**src/rtl/mem_port_arbiter_pkg.sv**
```systemverilog
// Shared memory-port definitions: memory mode codes, requester IDs and the pending-read tag.
package mem_port_arbiter_pkg;

   localparam int unsigned ADDR_WIDTH_DEFAULT = 32;
   localparam int unsigned WORD_WIDTH_DEFAULT = 32;

   localparam logic [1:0] BYTE_MEMORY_MODE     = 2'b00;
   localparam logic [1:0] HALFWORD_MEMORY_MODE = 2'b01;
   localparam logic [1:0] WORD_MEMORY_MODE     = 2'b10;

   localparam logic PORT_IF = 1'b0;
   localparam logic PORT_D  = 1'b1;

   typedef struct packed {
      logic       valid;
      logic       port;
      logic [1:0] unit;
      logic       sign_ext;
   } pend_tag_t;

   // Unit code 2'b11 is not a legal access size and never aligns.
   function automatic logic access_aligned(input logic [1:0] unit, input logic [1:0] lsb);
      logic ok;
      case (unit)
         BYTE_MEMORY_MODE:     ok = 1'b1;
         HALFWORD_MEMORY_MODE: ok = ~lsb[0];
         WORD_MEMORY_MODE:     ok = (lsb == 2'b00);
         default:              ok = 1'b0;
      endcase
      return ok;
   endfunction

endpackage

```
**src/rtl/mem_load_extend.sv**
```systemverilog
// Sign/zero-extends a raw memory word according to the registered load size.
module mem_load_extend
   import mem_port_arbiter_pkg::*;
#(
   parameter int unsigned WORD_WIDTH = WORD_WIDTH_DEFAULT
) (
   input  logic [1:0]            unit,
   input  logic                  sign_ext,
   input  logic [WORD_WIDTH-1:0] raw,
   output logic [WORD_WIDTH-1:0] ext
);

   always_comb begin
      ext = raw;
      case (unit)
         BYTE_MEMORY_MODE:     ext = {{(WORD_WIDTH-8){sign_ext & raw[7]}}, raw[7:0]};
         HALFWORD_MEMORY_MODE: ext = {{(WORD_WIDTH-16){sign_ext & raw[15]}}, raw[15:0]};
         default:              ext = raw;
      endcase
   end

endmodule

```
**src/rtl/mem_port_arbiter.sv**
```systemverilog
// Two-requester (fetch / load-store) arbiter for a single synchronous memory port,
// with alignment checking and tagged, extended read-data return.
module mem_port_arbiter
   import mem_port_arbiter_pkg::*;
#(
   parameter int unsigned ADDR_WIDTH   = ADDR_WIDTH_DEFAULT,
   parameter int unsigned WORD_WIDTH   = WORD_WIDTH_DEFAULT,
   parameter int unsigned MAX_D_STREAK = 2
) (
   input  logic                  clk,
   input  logic                  rst_n,
   input  logic                  if_req,
   input  logic [ADDR_WIDTH-1:0] if_addr,
   output logic                  if_gnt,
   output logic                  if_rvalid,
   output logic [WORD_WIDTH-1:0] if_rdata,
   output logic                  if_err,
   input  logic                  d_req,
   input  logic                  d_we,
   input  logic [1:0]            d_unit,
   input  logic                  d_signed,
   input  logic [ADDR_WIDTH-1:0] d_addr,
   input  logic [WORD_WIDTH-1:0] d_wdata,
   output logic                  d_gnt,
   output logic                  d_rvalid,
   output logic [WORD_WIDTH-1:0] d_rdata,
   output logic                  d_err,
   output logic                  mem_read,
   output logic                  mem_write,
   output logic [1:0]            mem_addr_unit,
   output logic [ADDR_WIDTH-1:0] mem_address,
   output logic [WORD_WIDTH-1:0] mem_data_in,
   input  logic [WORD_WIDTH-1:0] mem_data_out
);

   localparam int unsigned          STREAK_W   = $clog2(MAX_D_STREAK + 2);
   localparam logic [STREAK_W-1:0]  STREAK_MAX = STREAK_W'(MAX_D_STREAK);

   logic [STREAK_W-1:0] d_streak_q, d_streak_d;
   pend_tag_t           tag_q, tag_d;
   logic                if_pick, d_pick, if_ok, d_ok;
   logic [WORD_WIDTH-1:0] d_ext;

   always_comb begin
      // Grants are held off while in reset so the port looks idle.
      if_pick = rst_n & if_req & (~d_req | (d_streak_q == STREAK_MAX));
      d_pick  = rst_n & d_req & ~if_pick;
      if_ok   = (if_addr[1:0] == 2'b00);
      d_ok    = access_aligned(d_unit, d_addr[1:0]);

      if_gnt        = if_pick;
      if_err        = if_pick & ~if_ok;
      d_gnt         = d_pick;
      d_err         = d_pick & ~d_ok;

      mem_read      = 1'b0;
      mem_write     = 1'b0;
      mem_addr_unit = 2'b00;
      mem_address   = '0;
      mem_data_in   = '0;
      tag_d         = '0;

      if (if_pick && if_ok) begin
         mem_read      = 1'b1;
         mem_addr_unit = WORD_MEMORY_MODE;
         mem_address   = if_addr;
         tag_d         = '{valid: 1'b1, port: PORT_IF, unit: WORD_MEMORY_MODE, sign_ext: 1'b0};
      end else if (d_pick && d_ok) begin
         mem_read      = ~d_we;
         mem_write     = d_we;
         mem_addr_unit = d_unit;
         mem_address   = d_addr;
         mem_data_in   = d_wdata;
         if (!d_we) begin
            tag_d = '{valid: 1'b1, port: PORT_D, unit: d_unit, sign_ext: d_signed};
         end
      end

      // Errored D grants still count towards the streak.
      d_streak_d = d_streak_q;
      if (!if_req || if_pick) begin
         d_streak_d = '0;
      end else if (d_pick && (d_streak_q != STREAK_MAX)) begin
         d_streak_d = d_streak_q + 1'b1;
      end
   end

   always_ff @(posedge clk or negedge rst_n) begin
      if (!rst_n) begin
         d_streak_q <= '0;
         tag_q      <= '0;
      end else begin
         d_streak_q <= d_streak_d;
         tag_q      <= tag_d;
      end
   end

   mem_load_extend #(
      .WORD_WIDTH (WORD_WIDTH)
   ) u_load_extend (
      .unit     (tag_q.unit),
      .sign_ext (tag_q.sign_ext),
      .raw      (mem_data_out),
      .ext      (d_ext)
   );

   always_comb begin
      if_rvalid = tag_q.valid & (tag_q.port == PORT_IF);
      d_rvalid  = tag_q.valid & (tag_q.port == PORT_D);
      if_rdata  = if_rvalid ? mem_data_out : '0;
      d_rdata   = d_rvalid ? d_ext : '0;
   end

endmodule

```
**config.mk**
```make
export PLATFORM = sky130hd
export DESIGN_NAME = mem_port_arbiter
export DESIGN_NICKNAME = d
export VERILOG_FILES = /design/src/rtl/mem_port_arbiter_pkg.sv /design/src/rtl/mem_load_extend.sv /design/src/rtl/mem_port_arbiter.sv
export SDC_FILE = /design/constraint.sdc
export NUM_CORES = 1
export LEC_CHECK = 0
export ABC_AREA = 1
export CELL_PAD_IN_SITES_DETAIL_PLACEMENT = 1
export CELL_PAD_IN_SITES_GLOBAL_PLACEMENT = 1
export CORE_ASPECT_RATIO = 1.25
export CORE_MARGIN = 5
export CORE_UTILIZATION = 16
export DETAILED_ROUTE_END_ITERATION = 12
export PLACE_DENSITY_LB_ADDON = 0.1
export SYNTH_ARGS = -nofsm -noshare
export SYNTH_HDL_FRONTEND = slang
export SYNTH_HIERARCHICAL = 1
export SYNTH_SLANG_ARGS = --single-unit
```
**constraint.sdc**
```tcl
create_clock -name clk -period 1.9 [get_ports clk]
set_input_delay 0.19 -clock clk [delete_from_list [all_inputs] [get_ports clk]]
set_output_delay 0.19 -clock clk [all_outputs]
set_load 0.1 [all_outputs]
```
==> results by group <==
Run status
  – Status: complete, but fails checks
  – Failing checks: setup timing

STA
  – Slew Limit Headroom: between 50% and 60%
  – Hold Vio Cnt, Final: 0
  – Final setup viols: 61
  – Worst Tran Pin Value: 0.6555 ns
  – Post-route minimum period: about 2.0 ns
  – Unrepaired setup endpoints after global routing: yes
  – Fin crit share: 102.7%
  – Minimum hold slack: 0.3489 ns
  – Fmax: 512.7 MHz
  – Clk_skew: ~0.0012 ns
  – Slew Viols, Final: 0
  – Final worst slack: -0.05054 ns

Power and ir drop
  – Leak: roughly 3.3 nW
  – Sw frac: between 40% and 50%
  – Clock share of power: 17.1%
  – Net switching power: 0.9821 mW
  – Combinational Power Share: 75.1%
  – Seq pwr share: around 7.8%
  – Power, Total: 2.062 mW
  – Peak VDD IR: 188.5 uV
  – Int Pwr: approximately 1.1 mW
  – Pwr dens: 270.7 nW/um^2

Worst hold path
  – Min-Delay Path Class: in2async

Worst setup path
  – Worst Path Buf+Inv: 5
  – CP Class: reg2out
  – Max FO, Critical Path: 7
  – Critical Path RT: 1.71 ns
  – Slowest stage cell, crit path: dfrtp_1
  – Most used cell along the critical path: nand2_8
  – Reg2Reg Depth: 9
  – Levels on crit path: 11
  – Worst-path cell chain: inv_1 -> ha_2 -> inv_2 -> nand2_4 -> nand2_8 -> nand2_8 -> inv_12 -> nand2_8 -> buf_12 -> nor2_4 -> buf_12
  – CP startpoint kind: flip-flop
  – Worst r2r dst: tag_q[4]
  – Critical Path AT: 1.76 ns
  – Critical path endpoint category: output pin
  – R2r setup slk: 0.41 ns
  – Crit-path max cell delay: 0.36 ns
  – Crit path max-delay family: buffers and inverters
  – Worst r2r src: d_streak_q[0]

Yosys
  – Synth Instances: 439
  – Area fraction of the dominant cell type after synthesis: 17.53%
  – Yosys warning total: 6
  – Post-Syn Area: 2356 sq um
  – Synth area leaders: inv_1 18%, nor2_1 14%, nand2_1 11%
  – Mapped Avg Cell Area: around 5.4 sq um
  – Mapped Nets: 576
  – Leading area contributor after synthesis: inv_1
  – Sequential element share of the synthesized area: roughly 7.4%
  – Register bit total from synthesis: 7
  – Synth cell types: 21

Global routing
  – Tot GR Track Use: 15.78%
  – Initial antenna violation count: 0
  – Number of global-route vias before repair: between 4000 and 5000
  – First-pass GRT wire length: 22540 microns
  – Congestion Overflow GR: 0
  – Pin count of the biggest net entering global routing: 35

CTS
  – Clk root buf: clkbuf_16
  – Max clock buf depth: 2
  – CTS Buf Count: 3
  – CTS tree: done
  – Clock sink total: 7
  – Clock slew seen by the registers of the worst setup and hold paths: 0.04 ns
  – Clk_lat worst skew: between 0.2 and 0.25 ns
  – H-tree levels: 1

Route
  – DRT Pass-1 Iters: 4
  – DRC viols: 0
  – Avg WL per Cell: 16.06 microns
  – Via density per instance: approximately 4.3
  – Final wirelength: ~14000 microns
  – Drt initial violations: 51
  – Post-route ant nets: 0
  – Via count: 3810

Floorplanning
  – Die ar.: 17270 sq um
  – IO Count: roughly 270
  – FP Rows: 49
  – Die width: 118.5 microns
  – Initial Utilization: between 15 and 20%
  – Core box area: 14410 sq um
  – Die height: 145.7 microns

Final layout
  – Non-Filler Instances: 893
  – Final instance area: ~7600 sq um
  – Area delta synth->final: 223.3%
  – # nets final: between 800 and 900
  – Ant. Diodes: 0
  – Layout cell share with drive strength beyond 1: slightly below 50%

Placement
  – Placed Area: 7312 sq um
  – PortBufs: 273
  – DP Cell Count: 875
  – Dpl hpwl: 12350 microns
  – Gpl congestion: around 0.76

Run
  – # Max-Cap Violations: 0
-- cell type report --
class / count / area [sq um]
inverters: 115 / 451.7
well taps: 178 / 222.7
repair buffers: 311 / 4527
multi-input cells: 278 / 2160
flip-flops and latches: 7 / 177.7
clock buffers: 4 / 78.83
fillers: 1648 / 6790
-- sequential cells by signal, summed over array words and instances, names as in the netlist --
name        cells
d_streak_q      2
tag_q           5
-- placed cells by master, fill, tap and decap left out, drive strengths merged --
master | synthesis | routed
clkdlybuf4s50 | 0 | 135
dfrtp | 7 | 7
inv | 115 | 115
clkbuf | 13 | 5
nand2 | 75 | 76
o21ai | 8 | 8
o31ai | 2 | 2
ha | 1 | 1
nand4 | 33 | 33
nor2 | 110 | 110
buf | 27 | 175
nand3 | 48 | 48
-- synth_stat cells --
cell type / instances
nand2_1: 68
nand4_1: 33
buf_6: 5
nand3_2: 12
inv_2: 4
buf_2: 11
buf_12: 2
o21ai_0: 8
nand2_4: 4
o31ai_1: 2
nor2_4: 22
clkbuf_1: 13
nand2_2: 3
inv_4: 1
inv_1: 110
nor2_1: 88
buf_8: 1
ha_1: 1
dfrtp_1: 7
buf_4: 8
nand3_1: 36
-- worst max path at each step --
stage                  startpoint               to  slack [ns]
floorplan                tag_q[2]      d_rdata[29]       -0.45
global placement        d_addr[0]         mem_read      -0.003
detailed placement      d_addr[0]         mem_read       -0.02
CTS                 d_streak_q[0]  mem_data_in[20]       -0.07
global route        d_streak_q[0]   mem_address[1]       -0.13
finish              d_streak_q[0]  mem_data_in[20]       -0.05
-- power by group through the flow --
| stage | logic (mW) | registers [mW] | clock network (mW) |
|---|---|---|---|
| floorplan | 0.850 | 0.159 | 0 |
| global placement | 1.49 | 0.162 | 0 |
| detailed placement | 1.52 | 0.163 | 0 |
| CTS | 1.54 | 0.161 | 0.359 |
| global route | 1.62 | 0.161 | 0.372 |
| finish | 1.55 | 0.161 | 0.353 |
-- repair_timing --
| item | 4_1_cts | 5_1_grt |
|---|---|---|
| pin swaps | 4 | 1 |
| gates cloned | 0 | 2 |
| gates resized for setup | 20 | 7 |
| hold buffers | 0 | 0 |
| buffers inserted | 4 | 8 |
| setup endpoints to repair | 83 | 80 |
-- kinds of logic after synthesis --
group	Yosys count	synth area share (%)
AO/OA/AOI/OAI	10	2.337
adder cells (fa/ha/maj)	1	0.5310
buffers and inverters	155	30.11
flip-flops	7	7.435
AND/OR/NAND/NOR	266	59.59
-- metal layers --
metal / global-route usage [%] / share of wire [%] / wire length [microns]
met1: 15.14 / 33 / 4694
met2: 31.44 / 57 / 8176
met3: 5.715 / 8.9 / 1281
met4: 3.403 / 1.3 / 192
met5: 0 / 0 / 0
-- stage by stage --
step	setup slack [ns]	util [%]	TNS, ns
after floorplan	-0.4523	-	-7.260
after global placement	-0.003272	50.75	-0.003272
after detailed placement	-0.02076	50.75	-0.04224
after CTS	-0.06629	52.05	-1.924
after global routing	-0.1292	52.87	-6.934
final	-0.05054	52.87	-1.465
Power figures use the tool's default switching activity.
